### src/rtl/dbg_view_mux_pkg.sv
// Shared definitions for the dbg_view_mux debug-view slice.
//   view_state_e        : LIVE (display tracks probes) / HOLD (display frozen)
//   DEFAULT_SCROLL_DIV  : default clock cycles per auto-scroll channel step
//   clog2()             : index width helper, never returns less than 1
package dbg_view_pkg;

  typedef enum logic {
    LIVE = 1'b0,
    HOLD = 1'b1
  } view_state_e;

  localparam int unsigned DEFAULT_SCROLL_DIV = 50000000;

  // Width needed to index n items; a 2-entry set still gets one bit.
  function automatic int unsigned clog2(input int unsigned n);
    int unsigned w;
    w = 1;
    while ((32'd1 << w) < n) begin
      w++;
    end
    return w;
  endfunction

endpackage

### src/rtl/dbg_view_mux_sat_counter.sv
// sat_counter: W-bit event counter that sticks at all-ones.
// Only built with DBG_VIEW_STATS_EN defined, the only configuration that uses it.
// Ports:
//   clock  in  system clock
//   reset  in  synchronous active-high reset, count -> 0
//   inc    in  add one this cycle (ignored once saturated)
//   clr    in  zero the count; wins over inc
//   count  out registered count
`ifdef DBG_VIEW_STATS_EN
module sat_counter #(
  parameter int unsigned W = 16
) (
  input  logic         clock,
  input  logic         reset,
  input  logic         inc,
  input  logic         clr,
  output logic [W-1:0] count
);

  logic [W-1:0] count_q;
  logic [W-1:0] count_d;

  always_comb begin
    count_d = count_q;
    if (clr) begin
      count_d = '0;
    end else if (inc && (count_q != '1)) begin
      count_d = count_q + W'(1);
    end
  end

  always_ff @(posedge clock) begin
    if (reset) begin
      count_q <= '0;
    end else begin
      count_q <= count_d;
    end
  end

  assign count = count_q;

endmodule
`endif

### src/rtl/dbg_view_mux.sv
// dbg_view_mux: debug-view selector between the core probes and board display.
// Picks one of NUM_CH probe words (manual index or timed auto-scroll), registers
// it together with the bus address, and can freeze the display with 'hold'.
// Optional macro DBG_VIEW_STATS_EN adds saturating cache hit/miss counters with a
// clear path (hold & acc_stb & !hit_in); without it hit_cnt/miss_cnt read 0.
// Ports:
//   clock, reset          system clock, synchronous active-high reset
//   ch_data               packed probes, channel k at [k*DATA_W +: DATA_W]
//   addr_in               current memory address
//   sel_man               manual channel index (clamped to NUM_CH-1)
//   auto_en               1 = auto-scroll, 0 = manual select
//   hold                  level, freeze display/channel/divider while high
//   acc_stb, hit_in       cache access strobe and hit qualifier
//   disp_data, disp_addr  registered displayed word and address
//   cur_ch                channel currently shown
//   hit_cnt, miss_cnt     saturating access counters
//   frozen                1 while in HOLD
module dbg_view_mux
  import dbg_view_pkg::*;
#(
  parameter int unsigned NUM_CH     = 4,
  parameter int unsigned DATA_W     = 16,
  parameter int unsigned ADDR_W     = 8,
  parameter int unsigned SCROLL_DIV = DEFAULT_SCROLL_DIV,
  parameter int unsigned CNT_W      = 16
) (
  input  logic                        clock,
  input  logic                        reset,
  input  logic [NUM_CH*DATA_W-1:0]    ch_data,
  input  logic [ADDR_W-1:0]           addr_in,
  input  logic [clog2(NUM_CH)-1:0]    sel_man,
  input  logic                        auto_en,
  input  logic                        hold,
  input  logic                        acc_stb,
  input  logic                        hit_in,
  output logic [DATA_W-1:0]           disp_data,
  output logic [ADDR_W-1:0]           disp_addr,
  output logic [clog2(NUM_CH)-1:0]    cur_ch,
  output logic [CNT_W-1:0]            hit_cnt,
  output logic [CNT_W-1:0]            miss_cnt,
  output logic                        frozen
);

  localparam int unsigned SEL_W = clog2(NUM_CH);
  localparam int unsigned DIV_W = clog2(SCROLL_DIV);

  view_state_e       state_q, state_d;
  logic              frozen_q, frozen_d;
  logic [SEL_W-1:0]  cur_ch_q, cur_ch_d;
  logic [DIV_W-1:0]  div_q, div_d;
  logic [DATA_W-1:0] disp_data_q, disp_data_d;
  logic [ADDR_W-1:0] disp_addr_q, disp_addr_d;

  always_comb begin
    state_d     = state_q;
    cur_ch_d    = cur_ch_q;
    div_d       = div_q;
    disp_data_d = disp_data_q;
    disp_addr_d = disp_addr_q;

    case (state_q)
      LIVE:    if (hold)  state_d = HOLD;
      HOLD:    if (!hold) state_d = LIVE;
      default: state_d = LIVE;
    endcase
    frozen_d = (state_d == HOLD);

    // The edge that enters HOLD still captures, and the edge that leaves it
    // already captures, so only HOLD with hold still high keeps the display.
    if (!((state_q == HOLD) && hold)) begin
      disp_data_d = ch_data[32'(cur_ch_q)*DATA_W +: DATA_W];
      disp_addr_d = addr_in;
    end

    // The divider sits at 0 whenever manual mode is selected, so entering
    // auto mode always starts a full period from the current channel.
    // The hold input (not the state) gates stepping, so hold beats terminal count.
    if (!auto_en) begin
      div_d = '0;
      if (!hold) begin
        if (32'(sel_man) > NUM_CH - 1) begin
          cur_ch_d = SEL_W'(NUM_CH - 1);
        end else begin
          cur_ch_d = sel_man;
        end
      end
    end else if (!hold) begin
      if (div_q == DIV_W'(SCROLL_DIV - 1)) begin
        div_d    = '0;
        cur_ch_d = (cur_ch_q == SEL_W'(NUM_CH - 1)) ? '0 : cur_ch_q + SEL_W'(1);
      end else begin
        div_d = div_q + DIV_W'(1);
      end
    end
  end

  always_ff @(posedge clock) begin
    if (reset) begin
      state_q     <= LIVE;
      frozen_q    <= 1'b0;
      cur_ch_q    <= '0;
      div_q       <= '0;
      disp_data_q <= '0;
      disp_addr_q <= '0;
    end else begin
      state_q     <= state_d;
      frozen_q    <= frozen_d;
      cur_ch_q    <= cur_ch_d;
      div_q       <= div_d;
      disp_data_q <= disp_data_d;
      disp_addr_q <= disp_addr_d;
    end
  end

  assign disp_data = disp_data_q;
  assign disp_addr = disp_addr_q;
  assign cur_ch    = cur_ch_q;
  assign frozen    = frozen_q;

`ifdef DBG_VIEW_STATS_EN
  logic hit_inc, miss_inc, cnt_clr;

  always_comb begin
    hit_inc  = acc_stb & hit_in;
    miss_inc = acc_stb & ~hit_in;
    cnt_clr  = hold & acc_stb & ~hit_in;
  end

  sat_counter #(.W(CNT_W)) u_hit_cnt (
    .clock (clock),
    .reset (reset),
    .inc   (hit_inc),
    .clr   (cnt_clr),
    .count (hit_cnt)
  );

  sat_counter #(.W(CNT_W)) u_miss_cnt (
    .clock (clock),
    .reset (reset),
    .inc   (miss_inc),
    .clr   (cnt_clr),
    .count (miss_cnt)
  );
`else
  logic unused_stats;

  always_comb begin
    unused_stats = ^{acc_stb, hit_in};
  end

  assign hit_cnt  = '0;
  assign miss_cnt = '0;
`endif

endmodule

### config.mk
export PLATFORM = sky130hd
export DESIGN_NAME = dbg_view_mux
export DESIGN_NICKNAME = d
export VERILOG_FILES = /design/src/rtl/dbg_view_mux_pkg.sv /design/src/rtl/dbg_view_mux_sat_counter.sv /design/src/rtl/dbg_view_mux.sv
export SDC_FILE = /design/constraint.sdc
export NUM_CORES = 1
export LEC_CHECK = 0
export ABC_AREA = 1
export CORE_MARGIN = 2
export CORE_UTILIZATION = 38
export DETAILED_ROUTE_END_ITERATION = 10
export GPL_TIMING_DRIVEN = 0
export PLACE_DENSITY = 0.79
export SLEW_MARGIN = 30
export SYNTH_ARGS = -nofsm -noshare
export SYNTH_HDL_FRONTEND = slang
export SYNTH_SLANG_ARGS = --single-unit
### constraint.sdc
create_clock -name clock -period 1.25 [get_ports clock]
set_input_delay 0.1875 -clock clock [delete_from_list [all_inputs] [get_ports clock]]
set_output_delay 0.1875 -clock clock [all_outputs]
set_load 0.05 [all_outputs]
==> metrics.sh, run 1 <==
RESULT_OF_THE_RUN='finished, violations left'
VIOLATIONS='setup timing'
LARGEST_NET_DEGREE_AT_THE_START_OF_GLOBAL_ROUTING=18
TIMING.CRITICAL_PATH.SLOWEST_CELL_DELAY_PS=390
POWER.STATIC_LEAKAGE_nW=2.176
CRITICAL_PATH_REQUIRED_PS=1480
POST-ROUTE-MIN-PERIOD_PS=1392
PORT-BUFFER-COUNT=102
CTS_BUFFERS=5
DR_TOTAL_VIAS=3644
DETAILEDROUTE.FIRSTITERATIONVIOLATIONS=155
CRITPATHCAPTURETYPE='flop'
CRITICAL_PATH_CLASS='flop to flop'
EFFECTIVE_UTILIZATION_AT_FLOORPLAN_PCT=38.99
FINALHOLDVIOLCOUNT=0
CLOCK_SINK_COUNT=53
PLACEMENT_ROWS=33
YS_SEQ_ELEMENTS=53
WORST_HOLD_PATH_TYPE='primary input to flop'
CRIT_CHAIN='ha_4, nand3_4, inv_2, nand2_2, nor2_2, nand2_2, nand2_4, inv_4, buf_6, nand2_2, nor2_2'
GR-USAGE-ALL-LAYERS_PCT=21.58
IO_PINS=139
GRT_OVERFLOW=0
GRT_PASS1_WL_UM=15140
WORSTSKEWPAIRLATENCY_PS=320
POST-ROUTE-DRC-COUNT=0
SYNTH_CELL_TYPES=29
PATH_BUF_INV=3
FINALWORSTSETUPSLACK_PS=-142.2
CLOCK_TREE.HTREE_LEVEL_COUNT=2
SYNTH_LARGEST_TYPE_AREA_FRACTION_PCT=33.45
WORST-ENDPOINT-ARRIVAL_PS=1620
DR.PASS1.ITERS=5
FMAXACHIEVABLE_MHz=718.3
CLK_PIN_SLEW_WORST_PATHS_PS=110
SETUP.REG_TO_REG.WORST_SLACK_PS=-140
MIN_TO='div_q[0]'
WORST_R2R_PATH_DEPTH=11
SYNTH-SEQ-AREA-SHARE_PCT=33.45
REGTOREGSTARTPOINT='div_q[1]'
CLOCKROOTBUFFER='sky130_fd_sc_hd__clkbuf_8'
MAXSLEWVIOLCOUNT=0
CRITICAL_PATH.TOP_DELAY_FAMILY='simple AND/OR/NAND/NOR gates'
COREAREA_UM2=8134
FIN_SKEW_PS=13.02
LEADING_CELL_TYPES_IN_THE_LAYOUT_FILL_AND_TAPS_EXCLUDED='sky130_fd_sc_hd__nor2_1 (133), sky130_fd_sc_hd__clkdlybuf4s50_1 (75), sky130_fd_sc_hd__nand2_1 (55), sky130_fd_sc_hd__buf_4 (48), sky130_fd_sc_hd__inv_1 (46)'
POWER_PER_CELL_AREA_nW_PER_UM2=907.2
LAYOUT-DRIVE-GT1-SHARE_PCT=26.28
BIGGEST_FANOUT_ALONG_THE_WORST_TIMING_PATH=5
YS.WARNINGS.COUNT=0
SYNTHTOPCELLSBYAREA='sky130_fd_sc_hd__dfxtp_1 (33%), sky130_fd_sc_hd__nor2_1 (17%), sky130_fd_sc_hd__o21ai_0 (8.4%), sky130_fd_sc_hd__nand2_1 (8.2%), sky130_fd_sc_hd__buf_4 (7.6%)'
IR_WORST_VDD_mV=0.4417
LAYOUT.CORE_UTILIZATION_PCT=59.61
WORSTHOLDSTART='hold'
STARTPOINT_TYPE='flop'
HOLDBUFCOUNTCTS=0
DIE_Y_UM=95.36
UNREPAIRED_SETUP_ENDPOINTS_AFTER_GLOBAL_ROUTING='yes'
PATH_COMMON_CELL='sky130_fd_sc_hd__nand2_2'
DESIGN.DIE.AREA_UM2=9094
COUNT_OF_MAXIMUM_CAPACITANCE_VIOLATIONS=0
CTSLONGESTPATHBUFFERS=2
TOTALNEGATIVESETUPSLACK_PS=-2518
DIE-WIDTH_UM=95.36
SYNTH_AREA_PER_CELL_UM2=6.293
FINAL_COMMON_CELL='sky130_fd_sc_hd__nor2_1'
POST_SYNTH_INSTANCE_AREA_UM2=3172
INITIAL_ANTENNA_VIOLATION_COUNT=0
GLOBAL_PLACER_S_FINAL_WEIGHTED_CONGESTION=0.9163
ROUTED_WL_UM=9838
NUM_ANTENNA_CELLS=0
GRT_PASS1_VIAS=3302
CTS_TREE='done'
SYNTH_TOP_AREA_CELL='sky130_fd_sc_hd__dfxtp_1'
HOLD_DEPTH=3
CRITICAL-PATH-SLOWEST-CELL='sky130_fd_sc_hd__dfxtp_4'
SYN-INSTANCE-COUNT=504
TIMING.FINAL.CRIT_SHARE_PCT=111.4
ANTENNA_VIOLATING_NETS_POST_ROUTE=0
DPL.HPWL_UM=7417
FIN_NETS=744
VIA_PER_INST=4.751
DETAIL_ROUTE.WL_PER_CELL_UM=12.83
LAYOUT-AREA-OVERHEAD-VS-SYNTH_PCT=52.86
FINALSETUPVIOLCOUNT=24
WORST_R2R_ENDPOINT='div_q[25]'
==> cell families after synthesis <==
| logic type | synth area share (%) |
|---|---|
| xor+xnor | 1.933 |
| other cells | 0.1182 |
| compound gates | 14.12 |
| fa+ha+maj | 1.184 |
| buf+inv | 16.13 |
| flops | 33.45 |
| simple gates | 33.06 |
==> power breakdown <==
group          leakage (nW)  internal [mW]  switching, mW
Clock                0.0585          0.601          0.614
Combinational          1.67          0.518          0.853
Sequential            0.447           1.76         0.0510
Total                  2.18           2.88           1.52
==> sequential cells by signal (all words and copies together) (netlist names) <==
name       cells
disp_data     16
frozen         1
cur_ch         2
div_q         26
disp_addr      8
==> layout make-up <==
type,instances,area (um2)
Buffer,49,355.3
Clock buffer,5,68.82
Timing Repair Buffer,119,1054
Sequential cell,53,1104
Fill cell,742,3286
Inverter,52,201.4
Clock inverter,3,43.79
Multi-Input combinational cell,381,1891
Tap cell,105,131.4
==> metrics by stage <==
stage	hold slack, ps	instance area (um2)	setup slack [ps]	instances	power, mW
after CTS	202.4	4861	-107.5	762	4.418
after global routing	270.5	4848	-218.5	767	4.591
after detailed placement	478.8	4454	-382.9	742	3.191
final	228.2	4848	-142.2	767	4.398
after floorplan	322.4	3302	-89.74	535	2.698
after global placement	471.5	4454	-304.7	742	3.175
==> how the worst max path moves through the flow <==
stage              from        end  slack [ps]  cells after the start
2_1_floorplan  div_q[1]  div_q[23]         -90                     11
3_3_place_gp    auto_en  div_q[25]        -300                      8
3_5_place_dp    auto_en  div_q[25]        -380                      8
4_1_cts        div_q[0]  div_q[19]        -110                     11
5_1_grt        div_q[1]  div_q[15]        -220                     11
6_report       div_q[1]  div_q[25]        -140                     11
==> worst min-delay path, delay by kind of cell <==
kind	cells	cell delay (ps)
buf+inv	1	190
simple gates	1	100
compound gates	1	50
==> layer usage <==
layer / vias to the layer above / global-route usage, % / share of wire [%] / wire, um
li1: 1852 / - / - / -
met4: 0 / 6.763 / 1.7 / 165
met3: 13 / 6.008 / 8.6 / 842
met2: 154 / 39.32 / 51 / 5004
met1: 1625 / 24.18 / 39 / 3825
met5: - / 0 / 0 / 0
==> synth_stat cells <==
master,count
sky130_fd_sc_hd__inv_2,3
sky130_fd_sc_hd__conb_1,1
sky130_fd_sc_hd__nand3_2,1
sky130_fd_sc_hd__nand3b_1,3
sky130_fd_sc_hd__o21ai_0,53
sky130_fd_sc_hd__o22ai_1,16
sky130_fd_sc_hd__nor2_2,3
sky130_fd_sc_hd__buf_1,1
sky130_fd_sc_hd__o31ai_1,1
sky130_fd_sc_hd__nor2_4,1
sky130_fd_sc_hd__inv_1,49
sky130_fd_sc_hd__or2_2,1
sky130_fd_sc_hd__nand2_4,1
sky130_fd_sc_hd__nand2_1,69
sky130_fd_sc_hd__o21ai_1,5
sky130_fd_sc_hd__buf_6,1
sky130_fd_sc_hd__nor3_1,9
sky130_fd_sc_hd__clkbuf_1,11
sky130_fd_sc_hd__buf_2,4
sky130_fd_sc_hd__nand3_1,13
sky130_fd_sc_hd__nand2_2,3
sky130_fd_sc_hd__xnor2_1,2
sky130_fd_sc_hd__xor2_1,5
sky130_fd_sc_hd__nor2_1,143
sky130_fd_sc_hd__ha_1,3
sky130_fd_sc_hd__nand4_1,7
sky130_fd_sc_hd__dfxtp_1,53
sky130_fd_sc_hd__buf_4,32
sky130_fd_sc_hd__a21oi_1,10
==> what timing repair did <==
item | 4_1_cts | 5_1_grt
setup buffers | 12 | 5
pin swaps | 10 | 5
cloned | 1 | 0
resized for setup | 160 | 83
endpoints found under the setup margin | 70 | 73
Power figures use the tool's default switching activity.
==> inputs of run 2 (changes only) <==
--- a/config.mk
+++ b/config.mk
@@ -15,3 +15,4 @@
 export SYNTH_ARGS = -nofsm -noshare
 export SYNTH_HDL_FRONTEND = slang
 export SYNTH_SLANG_ARGS = --single-unit
+export TNS_END_PERCENT = 100
==> results of run 2 <==
Same layout as run 1: the final DEF is identical, and so are final timing and power.
